**src/rtl/stone_placer_if.sv**
```systemverilog
// rtl/stone_placer_if.sv - cursor/button inputs, move event outputs and display read port of the stone placer
interface stone_placer_if;
   logic       place_btn;
   logic [7:0] loca;
   logic       game_over;
   logic [7:0] rd_addr;
   logic [1:0] rd_data;
   logic       cur_player;
   logic       move_valid;
   logic [7:0] move_loca;
   logic       move_player;
   logic       move_reject;
   logic [8:0] move_count;
   logic       board_full;
   logic       busy;

   modport master (
      output place_btn, loca, game_over, rd_addr,
      input  rd_data, cur_player, move_valid, move_loca, move_player,
             move_reject, move_count, board_full, busy
   );

   modport slave (
      input  place_btn, loca, game_over, rd_addr,
      output rd_data, cur_player, move_valid, move_loca, move_player,
             move_reject, move_count, board_full, busy
   );
endinterface

```
**src/rtl/stone_placer.sv**
```systemverilog
// rtl/stone_placer.sv - owns the 16x16 gomoku board; validates place presses, commits stones, alternates turns
module stone_placer #(
   parameter int SYNC_STAGES  = 2,
   parameter bit FIRST_PLAYER = 1'b0
) (
   input logic           clk,
   input logic           reset,
   stone_placer_if.slave bus
);

   typedef enum logic [1:0] {IDLE, LATCH, CHECK} state_t;

   state_t                 state_q;
   logic [SYNC_STAGES-1:0] sync_q;
   logic                   hist_q;
   logic [7:0]             addr_q;
   logic [1:0]             cell_q;
   logic [1:0]             board_q [256];
   logic                   cur_player_q;
   logic                   move_valid_q;
   logic                   move_reject_q;
   logic [7:0]             move_loca_q;
   logic                   move_player_q;
   logic [8:0]             move_count_q;
   logic                   board_full_q;

   logic                   press_edge;
   logic                   accept_d;
   logic [8:0]             move_count_d;

   assign press_edge   = sync_q[SYNC_STAGES-1] & ~hist_q;
   assign accept_d     = (cell_q == 2'b00) && !bus.game_over && !board_full_q;
   assign move_count_d = move_count_q + 9'd1;

   always_ff @(posedge clk or posedge reset) begin
      if (reset) begin
         state_q       <= IDLE;
         sync_q        <= '0;
         hist_q        <= 1'b0;
         addr_q        <= 8'h00;
         cell_q        <= 2'b00;
         cur_player_q  <= FIRST_PLAYER;
         move_valid_q  <= 1'b0;
         move_reject_q <= 1'b0;
         move_loca_q   <= 8'h00;
         move_player_q <= 1'b0;
         move_count_q  <= 9'd0;
         board_full_q  <= 1'b0;
         for (int i = 0; i < 256; i++) begin
            board_q[i] <= 2'b00;
         end
      end else begin
         sync_q        <= {sync_q[SYNC_STAGES-2:0], bus.place_btn};
         hist_q        <= sync_q[SYNC_STAGES-1];
         move_valid_q  <= 1'b0;
         move_reject_q <= 1'b0;

         case (state_q)
            IDLE: begin
               // Edges seen in LATCH/CHECK fall through here unhandled: presses while busy are dropped.
               if (press_edge) begin
                  addr_q  <= bus.loca;
                  state_q <= LATCH;
               end
            end
            LATCH: begin
               cell_q  <= board_q[addr_q];
               state_q <= CHECK;
            end
            CHECK: begin
               move_loca_q <= addr_q;
               if (accept_d) begin
                  board_q[addr_q] <= {cur_player_q, ~cur_player_q};
                  move_valid_q    <= 1'b1;
                  move_player_q   <= cur_player_q;
                  cur_player_q    <= ~cur_player_q;
                  move_count_q    <= move_count_d;
                  board_full_q    <= (move_count_d == 9'd256);
               end else begin
                  move_reject_q <= 1'b1;
               end
               state_q <= IDLE;
            end
            default: state_q <= IDLE;
         endcase
      end
   end

   assign bus.rd_data     = board_q[bus.rd_addr];
   assign bus.cur_player  = cur_player_q;
   assign bus.move_valid  = move_valid_q;
   assign bus.move_loca   = move_loca_q;
   assign bus.move_player = move_player_q;
   assign bus.move_reject = move_reject_q;
   assign bus.move_count  = move_count_q;
   assign bus.board_full  = board_full_q;
   assign bus.busy        = (state_q != IDLE);

endmodule

```
**src/flat_wrapper.sv**
```systemverilog
// flat-port wrapper written by rule: the top's interface ports become plain ports
module stone_placer_flat 
#(
   parameter int SYNC_STAGES  = 2,
   parameter bit FIRST_PLAYER = 1'b0
)
  (clk, reset, bus_place_btn, bus_loca, bus_game_over, bus_rd_addr, bus_rd_data, bus_cur_player, bus_move_valid, bus_move_loca, bus_move_player, bus_move_reject, bus_move_count, bus_board_full, bus_busy);
  stone_placer_if bus_i ();
  input logic clk;
  input logic reset;
  input wire logic [$bits(bus_i.place_btn)-1:0] bus_place_btn;
  input wire logic [$bits(bus_i.loca)-1:0] bus_loca;
  input wire logic [$bits(bus_i.game_over)-1:0] bus_game_over;
  input wire logic [$bits(bus_i.rd_addr)-1:0] bus_rd_addr;
  output wire logic [$bits(bus_i.rd_data)-1:0] bus_rd_data;
  output wire logic [$bits(bus_i.cur_player)-1:0] bus_cur_player;
  output wire logic [$bits(bus_i.move_valid)-1:0] bus_move_valid;
  output wire logic [$bits(bus_i.move_loca)-1:0] bus_move_loca;
  output wire logic [$bits(bus_i.move_player)-1:0] bus_move_player;
  output wire logic [$bits(bus_i.move_reject)-1:0] bus_move_reject;
  output wire logic [$bits(bus_i.move_count)-1:0] bus_move_count;
  output wire logic [$bits(bus_i.board_full)-1:0] bus_board_full;
  output wire logic [$bits(bus_i.busy)-1:0] bus_busy;
  assign bus_i.place_btn = bus_place_btn;
  assign bus_i.loca = bus_loca;
  assign bus_i.game_over = bus_game_over;
  assign bus_i.rd_addr = bus_rd_addr;
  assign bus_rd_data = bus_i.rd_data;
  assign bus_cur_player = bus_i.cur_player;
  assign bus_move_valid = bus_i.move_valid;
  assign bus_move_loca = bus_i.move_loca;
  assign bus_move_player = bus_i.move_player;
  assign bus_move_reject = bus_i.move_reject;
  assign bus_move_count = bus_i.move_count;
  assign bus_board_full = bus_i.board_full;
  assign bus_busy = bus_i.busy;
  stone_placer #(.SYNC_STAGES(SYNC_STAGES), .FIRST_PLAYER(FIRST_PLAYER)) u_core (.clk(clk), .reset(reset), .bus(bus_i));
endmodule
```
**config.mk**
```make
export PLATFORM = sky130hd
export DESIGN_NAME = stone_placer_flat
export DESIGN_NICKNAME = d
export VERILOG_FILES = /design/src/rtl/stone_placer_if.sv /design/src/rtl/stone_placer.sv /design/src/flat_wrapper.sv
export SDC_FILE = /design/constraint.sdc
export NUM_CORES = 2
export LEC_CHECK = 0
export CORE_ASPECT_RATIO = 2
export CORE_MARGIN = 3
export CORE_UTILIZATION = 50
export CTS_CLUSTER_DIAMETER = 30
export DETAILED_ROUTE_END_ITERATION = 12
export PLACE_DENSITY_LB_ADDON = 0.1
export SLEW_MARGIN = 0
export SYNTH_ARGS = -nofsm -noshare
export SYNTH_HDL_FRONTEND = slang
export SYNTH_SLANG_ARGS = --single-unit
```
**constraint.sdc**
```tcl
create_clock -name clk -period 45.6 [get_ports clk]
set_input_delay 4.56 -clock clk [delete_from_list [all_inputs] [get_ports clk]]
set_output_delay 4.56 -clock clk [all_outputs]
set_load 0.005 [all_outputs]
```
## Yosys cells after proc, flatten, opt, wreduce, memory -nomap -nowiden

Index checks and enable logic that the tools add are counted.

| word-level totals | value |
|---|---|
| bits in registers | 549 |
| input bits | 20 |
| output and inout port bits | 25 |
| word-level logic and storage cells | 306 |

| cells by class | value |
|---|---|
| $add $sub $neg | 1 |
| order comparisons | 3 |
| equality and inequality tests | 4 |
| multiplexer cells | 15 |
| bitwise gates (word level) | 5 |
| reduce and logical (&&, ||, !) cells | 10 |

Operators by type and width:

| cell | count |
|---|---|
| 512-bit bitwise mux | 1 |
| 2-bit binary-select mux with 8-bit select | 2 |
| 9-bit greater-or-equal comparator, second input constant | 2 |
| 8-bit inverter with 9-bit output | 2 |
| 2-bit demux with 8-bit select | 1 |
| 2-bit two-way mux | 6 |
| 9-bit by 1-bit adder with 9-bit output, second input constant | 1 |
| 9-bit equality test, second input constant | 1 |
| 9-bit by 1-bit < comparator with 1-bit output, second input constant | 1 |
| 2-bit logical NOT | 2 |
| 1-bit two-way mux | 4 |
| 2-bit case mux with 2 select lines | 1 |
| 2-bit AND reduction | 2 |
| 1-bit logical AND | 3 |
| 2-bit by 1-bit equality test with 1-bit output, second input constant | 1 |
| 2-bit equality test, second input constant | 1 |
| 1-bit logical NOT | 2 |
| 2-bit by 1-bit inequality test with 1-bit output, second input constant | 1 |
| 1-bit inverter | 2 |
| 2-bit nonzero test | 1 |
| 1-bit AND | 1 |

## Longest topological paths before layout

| logic depth | value |
|---|---|
| depth after elaboration | 6 |
| mapped depth | 10 |
| gate-level depth less buffers | 7 |

## Worst setup path after synthesis

No wires, ideal clock.

| timing path | value |
|---|---|
| path type | input port to output port |
| start point | input bus_rd_addr[1] |
| end point | output bus_rd_data[0] |
| arrival time | 6,957 ps |
| data required time | 41,040 ps |
| path slack | 34,083 ps |
| stages | 8 |
| path buffers | 3 |
| path through | buf_2 buf_1 clkbuf_1 mux4_2 mux4_2 a22oi_1 a21oi_1 or4_1 |

| on the way | value |
|---|---|
| longest elaborated chain between the ends | 4 |

RTL lines:

| what | line | RTL |
|---|---|---|
| start, declared | flat_wrapper.sv:14 | `input wire logic [$bits(bus_i.rd_addr)-1:0] bus_rd_addr;` |
| 8-bit inverter with 9-bit output (implied by the code) | stone_placer.sv:89 | `assign bus.rd_data = board_q[bus.rd_addr];` |
| 2-bit binary-select mux with 8-bit select | stone_placer.sv:89 |  |
| 2-bit two-way mux (implied by the code) (2 in a row) | stone_placer.sv:89 |  |
| end, declared | flat_wrapper.sv:15 | `output wire logic [$bits(bus_i.rd_data)-1:0] bus_rd_data;` |

Every way passes these cells. The select of a mux whose other input is x is not followed.

## Worst setup path in the final report

| timing path | value |
|---|---|
| start point | input bus_rd_addr[0] |
| end point | output bus_rd_data[0] |

The elaborated chain is that of the path after synthesis.

==> results.toml <==
[run_status]
status = "completed"

[floorplanning]
fp.dieH_um = 350
dieWidth_um = 178
io-pin-count = 45
start_util_pct = 50.6
core_um2 = 58300
die_area_um2 = 62200
rows = 125

[layout]
drive_gt1_share_pct = 28.7
nFillCells = 4751
areaGrowthSynthToFinish_pct = 13.3
fin_nets = 2488

[setup_path]
critPathRequiredTime_ns = 41.04
crit_path_start_kind = "input port"
crit_path_end_kind = "output port"
crit_arrival_ns = 8.65
worstPathMaxFanout = 59
critical_path_class = "in -> out"

[drt]
routed-via-count = 22600
viasPerCell = 6.85
drc = 0
drt_iter0_drc = 2274
drt_pass1_iterations = 6
drt_wl_total_um = 101000
ant_nets = 0
wl_per_cell_um = 30.5

[logic_synthesis]
synthesis.area_um2 = 29500
synth_fa_ha_area_share_pct = 0.0847
synth-edff-count = 0
ys_ff_latch = 549
yosys.area_share.simple_pct = 9.83
synth-xor-area-share_pct = 0.296
synthCells = 2510
yosysWarnings = 0
yosys-top-cells-count = "549 x dfrtp_1, 492 x nand2_1, 357 x o21ai_0"
synth_top_family_by_area = "multiplexers"
syn_avg_cell_area_um2 = 11.8
async_reset_ff_share_pct = 100
yosys.area.top_type = "dfrtp_1"
yosysMostFrequentCell = "dfrtp_1"
yosysSeqAreaShare_pct = 46.5
yosys-top-cells-area = "dfrtp_1 47%, mux4_2 22%, mux2_2 7.4%"
yosysTopAreaCellShare_pct = 46.5
synth_compound_area_share_pct = 10.3
syn_nets = 2532
ys.flop_type = "dfrtp_1"
yosys.cell_types.count = 47
synthMuxAreaShare_pct = 29.7

[timing]
skew_ns = 0.0175
slew_violations = 0
max_slew_margin_pct = 14.9
tightest_slew_ns = 1.27
setup_tns_ns = 0
rsz0062_at_grt = "false"
setup_violations = 0
finalWorstSetupSlack_ns = 32.39
whs_ns = 0.350
timing_hold_violations_final = 0
timing.fmax_mhz = 75.7
fin_crit_sh_pct = 29.0
post-route-min-period_ns = 13.21

[grt]
grt_first_pass_wirelength_um = 151000
grt_max_degree = 242
antenna_found_initial = 1
grt_pass1_vias = 23200
grt_usage_pct = 33.0
grt_remaining_overflow = 0

[power]
ir_worst_vdd_v = 0.0000353
p_leak_nw = 14.2
p_per_area_nw_per_um2 = 42.4

[clock_network]
clk_pin_slew_ns = 0.05
numCtsBuffers = 83
cts_tree = "yes"
root_buffer = "clkbuf_16"
post-cts-setup-buffers = 0
clk_latency_ns = 0.62
clockBufferDepth = 3
cts_hold_buf = 0
cts_resized = 0
htreeDepth = 3
clock_sinks = 549

[place]
post-place-ws_ns = 32.37
hpwlAfterDp_um = 64300
place_congestion = 0.916
io_buffers = 44

[hold_path]
hp-class = "reg -> reg"

[job]
maxCapViolations = 0
[stage by stage]
stage	util, %	cell area (um^2)	total power [W]	std cells
after CTS	57.4	33500	0.00142	3296
after floorplan	-	29500	0.000667	2510
after detailed placement	52.4	30600	0.000760	3143
after global placement	52.4	30600	0.000757	3143
after global routing	57.4	33500	0.00146	3297
final	57.4	33500	0.00142	3297
[power breakdown]
| part | internal, W | switching (W) | leakage (nW) |
|---|---|---|---|
| combinational | 0.0000577 | 0.000174 | 5.23 |
| clock | 0.000404 | 0.000261 | 1.40 |
| sequential | 0.000498 | 0.0000248 | 7.62 |
| total | 0.000960 | 0.000460 | 14.2 |
[flip-flops by register name (all words and copies together) (netlist names)]
name                    count
u_core.board_q            512
u_core.bus.move_count       9
u_core.addr_q               8
u_core.bus.move_loca        8
u_core.cell_q               2
u_core.state_q              2
u_core.sync_q               2
u_core.bus.board_full       1
u_core.bus.cur_player       1
u_core.bus.move_player      1
u_core.bus.move_reject      1
u_core.bus.move_valid       1
u_core.hist_q               1
[layout make-up]
class / count / area, um^2 / share of cell area, %
inverters: 5 / 26.3 / 0.0785
diodes: 1 / 2.50 / 0.00747
clock buffers: 92 / 2200 / 6.58
clock inverters: 61 / 717 / 2.14
flip-flops and latches: 549 / 13800 / 41.1
well taps: 762 / 953 / 2.85
repair buffers: 97 / 858 / 2.56
multi-input cells: 1730 / 15000 / 44.7
[kinds of logic (layout without fill, tap and decap cells)]
group / after synthesis / after routing
compound gates: 529 / 529
xor+xnor: 10 / 10
simple gates: 698 / 698
mux: 491 / 491
buf+inv: 231 / 255
other cells: 0 / 1
flops: 549 / 549
fa+ha+maj: 2 / 2
[layout by cell type, fill, tap and decap left out, drive strengths merged, types with 40 or more instances in the layout]
| master | n |
|---|---|
| o21ai | 361 |
| dfrtp | 549 |
| nand3 | 91 |
| nand2 | 492 |
| nor2 | 41 |
| clkdlybuf4s50 | 40 |
| o31ai | 72 |
| clkbuf | 93 |
| buf | 56 |
| mux4 | 290 |
| mux2 | 193 |
| a22oi | 40 |
[final timing paths]
| path | start | end | slack [ns] | depth (start not counted) |
|---|---|---|---|---|
| min reg2reg | u_core.sync_q[0] | u_core.sync_q[1] | 0.35 | 0 |
| min in group asynchronous | reset | u_core.board_q[119] | 4.53 | 2 |
| max in group asynchronous | reset | u_core.board_q[248] | 38.67 | 4 |
| min | u_core.sync_q[0] | u_core.sync_q[1] | 0.35 | 0 |
| max reg2reg | u_core.addr_q[0] | u_core.cell_q[0] | 41.42 | 7 |
| max | bus_rd_addr[0] | bus_rd_data[0] | 32.39 | 8 |
[routing by layer]
metal  global-route usage [%]  vias to the layer above  part of all wire [%]  routed length [um]
met5                        0                        -                     0                   0
met4                     23.8                        0                   9.1                9150
met3                     6.19                      445                   7.4                7450
met2                     55.1                     1213                    50               50300
met1                     37.5                    11600                    33               33700
li1                         -                     9332                     -                   -
[critical path, cell delays in order]
cell             delay, ns
clkbuf_8              0.55
buf_4                 0.73
mux4_2                0.60
mux4_2                0.54
a22oi_1               0.31
a21oi_1               0.22
or4_1                 0.61
clkdlybuf4s50_1       0.48
Power figures use the tool's default switching activity.
==> variant, RTL diff (config.mk and constraints unchanged) <==
`SYNC_STAGES` is set to 2 in 2 places; all go to 4.
--- a/src/rtl/stone_placer.sv
+++ b/src/rtl/stone_placer.sv
@@ -1,6 +1,6 @@
 // rtl/stone_placer.sv - owns the 16x16 gomoku board; validates place presses, commits stones, alternates turns
 module stone_placer #(
-   parameter int SYNC_STAGES  = 2,
+   parameter int SYNC_STAGES  = 4,
    parameter bit FIRST_PLAYER = 1'b0
 ) (
    input logic           clk,
--- a/src/flat_wrapper.sv
+++ b/src/flat_wrapper.sv
@@ -1,7 +1,7 @@
 // flat-port wrapper written by rule: the top's interface ports become plain ports
 module stone_placer_flat 
 #(
-   parameter int SYNC_STAGES  = 2,
+   parameter int SYNC_STAGES  = 4,
    parameter bit FIRST_PLAYER = 1'b0
 )
   (clk, reset, bus_place_btn, bus_loca, bus_game_over, bus_rd_addr, bus_rd_data, bus_cur_player, bus_move_valid, bus_move_loca, bus_move_player, bus_move_reject, bus_move_count, bus_board_full, bus_busy);
Formal check against the unedited RTL: not equivalent (Yosys sat finds a counterexample within 4 cycles, from zero or initial values and one cycle with reset high).
==> variant against the unedited design <==
- synthesized cell count is 0.32% lower
- combinational power is 2% lower
- routed wire length is 2.7% lower
- hold slack worse by 0.0022 ns
- design area hardly changed
- worst setup slack worse by 0.20 ns
- total power is 0.19% lower
- sequential cell count is 2 higher
- synthesized area is 0.22% lower
- die area is 0.21% lower
==> variant: results (changes against the unedited design) <==
[sta]
fin_crit_sh_pct = 29.41  ; +0.45 points
tightest_slew_ns = 1.332  ; +0.06044 ns
fin_worst_skew_ns = 0.02293  ; +0.005437 ns

[run_status]
outcome = finished, final reports clean

[route]
vias = 22150  ; -1.9%
wl_um = 97890  ; -2.7%
first_iter_violations = 2046  ; -10%
dr.pass1.iters = 7  ; +1

[pwr]
swShare_pct = 32.08  ; -0.34 points
p_leak_nw = 14.28  ; +0.24%
peakVddDrop_mv = 0.05088  ; +44%

[setup_path]
critPathMaxFanout = 81  ; +37%
worst-r2r-setup-slack_ns = 40.65  ; -0.77 ns
reg2reg_depth = 8  ; +1
cp-startpoint = bus_rd_addr[0]
slowest_delay_ns = 0.85  ; +0.12 ns
cp-endpoint = bus_rd_data[1]
arrival_ns = 8.85  ; +0.20 ns

[logic_synthesis]
yosys-top-cells-area = dfrtp_1, mux4_2, mux2_2
yosysSeqAreaShare_pct = 46.78  ; +0.27 points
synth_enable_flop_cells = 0  ; unchanged
yosysUniqueCellTypes = 49  ; +4.3%
ys_top_cells_by_count = dfrtp_1, nand2_1, o21ai_0

[grt]
antenna_found_initial = 0  ; -1
first_global_vias = 23090  ; -0.61%
grt_start_max_net_pins = 231  ; -4.5%
grt_usage_pct = 32.24  ; -0.71 points

[hold_path]
holdPathEnd = u_core.sync_q[3]$_DFF_PP0_
min-delay-start = u_core.sync_q[2]$_DFF_PP0_

[placed_design]
gp_routability_congestion = 0.9128  ; -0.36%
preCtsSetupSlack_ns = 32.09  ; -0.2732 ns
dp_hpwl_um = 63650  ; -0.94%

[cts]
numCtsBuffers = 82  ; -1.2%
postCtsResizedCells = 0  ; unchanged

[final_layout]
fin_nets = 2496  ; +0.32%
drive_gt1_share_pct = 28.64  ; about the same

variant: area by class of cell:
cell class,count,area (um^2)
well taps,762,953.4
clock buffers,93,2217
clock inverters,59,656.9
multi-input cells,1731,14900
fillers,4824,24700
flip-flops and latches,551,13800
repair buffers,104,923.4
diodes,1,2.502
inverters,4,22.52
variant: kinds of logic (layout without fill, tap and decap cells):
logic type | Yosys count | count (layout) | share of synthesized area, %
mux | 512 | 512 | 29.96
simple gates | 689 | 689 | 9.576
buf+inv | 220 | 260 | 3.031
other cells | 0 | 1 | 0
compound gates | 518 | 518 | 10.28
xor+xnor | 10 | 10 | 0.2971
fa+ha+maj | 2 | 2 | 0.08488
flops | 551 | 551 | 46.78
variant: power by group through the flow:
stage	sequential [mW]	clock, mW	combinational (mW)
2_1_floorplan	0.516	0	0.158
3_3_place_gp	0.539	0	0.223
5_1_grt	0.534	0.686	0.240
3_5_place_dp	0.540	0	0.226
4_1_cts	0.531	0.664	0.226
6_report	0.532	0.658	0.228
variant: routing by layer:
| layer | global-route usage (%) | part of all wire [%] | wire length, um |
|---|---|---|---|
| met3 | 5.733 | 6.9 | 6750 |
| met4 | 21.91 | 8.0 | 7832 |
| met2 | 53.47 | 50 | 49050 |
| met5 | 0 | 0 | 0 |
| met1 | 38.02 | 35 | 34250 |
variant: through the flow:
stage	std cells	total power, mW	hold WS [ns]	cell area (um^2)
after floorplan	2502	0.6742	0.3312	29480
after global placement	3152	0.7624	0.3438	30600
after detailed placement	3152	0.7658	0.3451	30600
after CTS	3304	1.421	0.3507	33470
after global routing	3304	1.461	0.3635	33470
final	3305	1.417	0.3479	33480
variant: worst max-delay path, delay by kind of cell:
kind | cells | cell delay (ns)
buffers and inverters | 3 | 2.04
AOI/OAI and AO/OA | 2 | 0.44
muxes | 2 | 1.13
and+or+nand+nor | 1 | 0.61
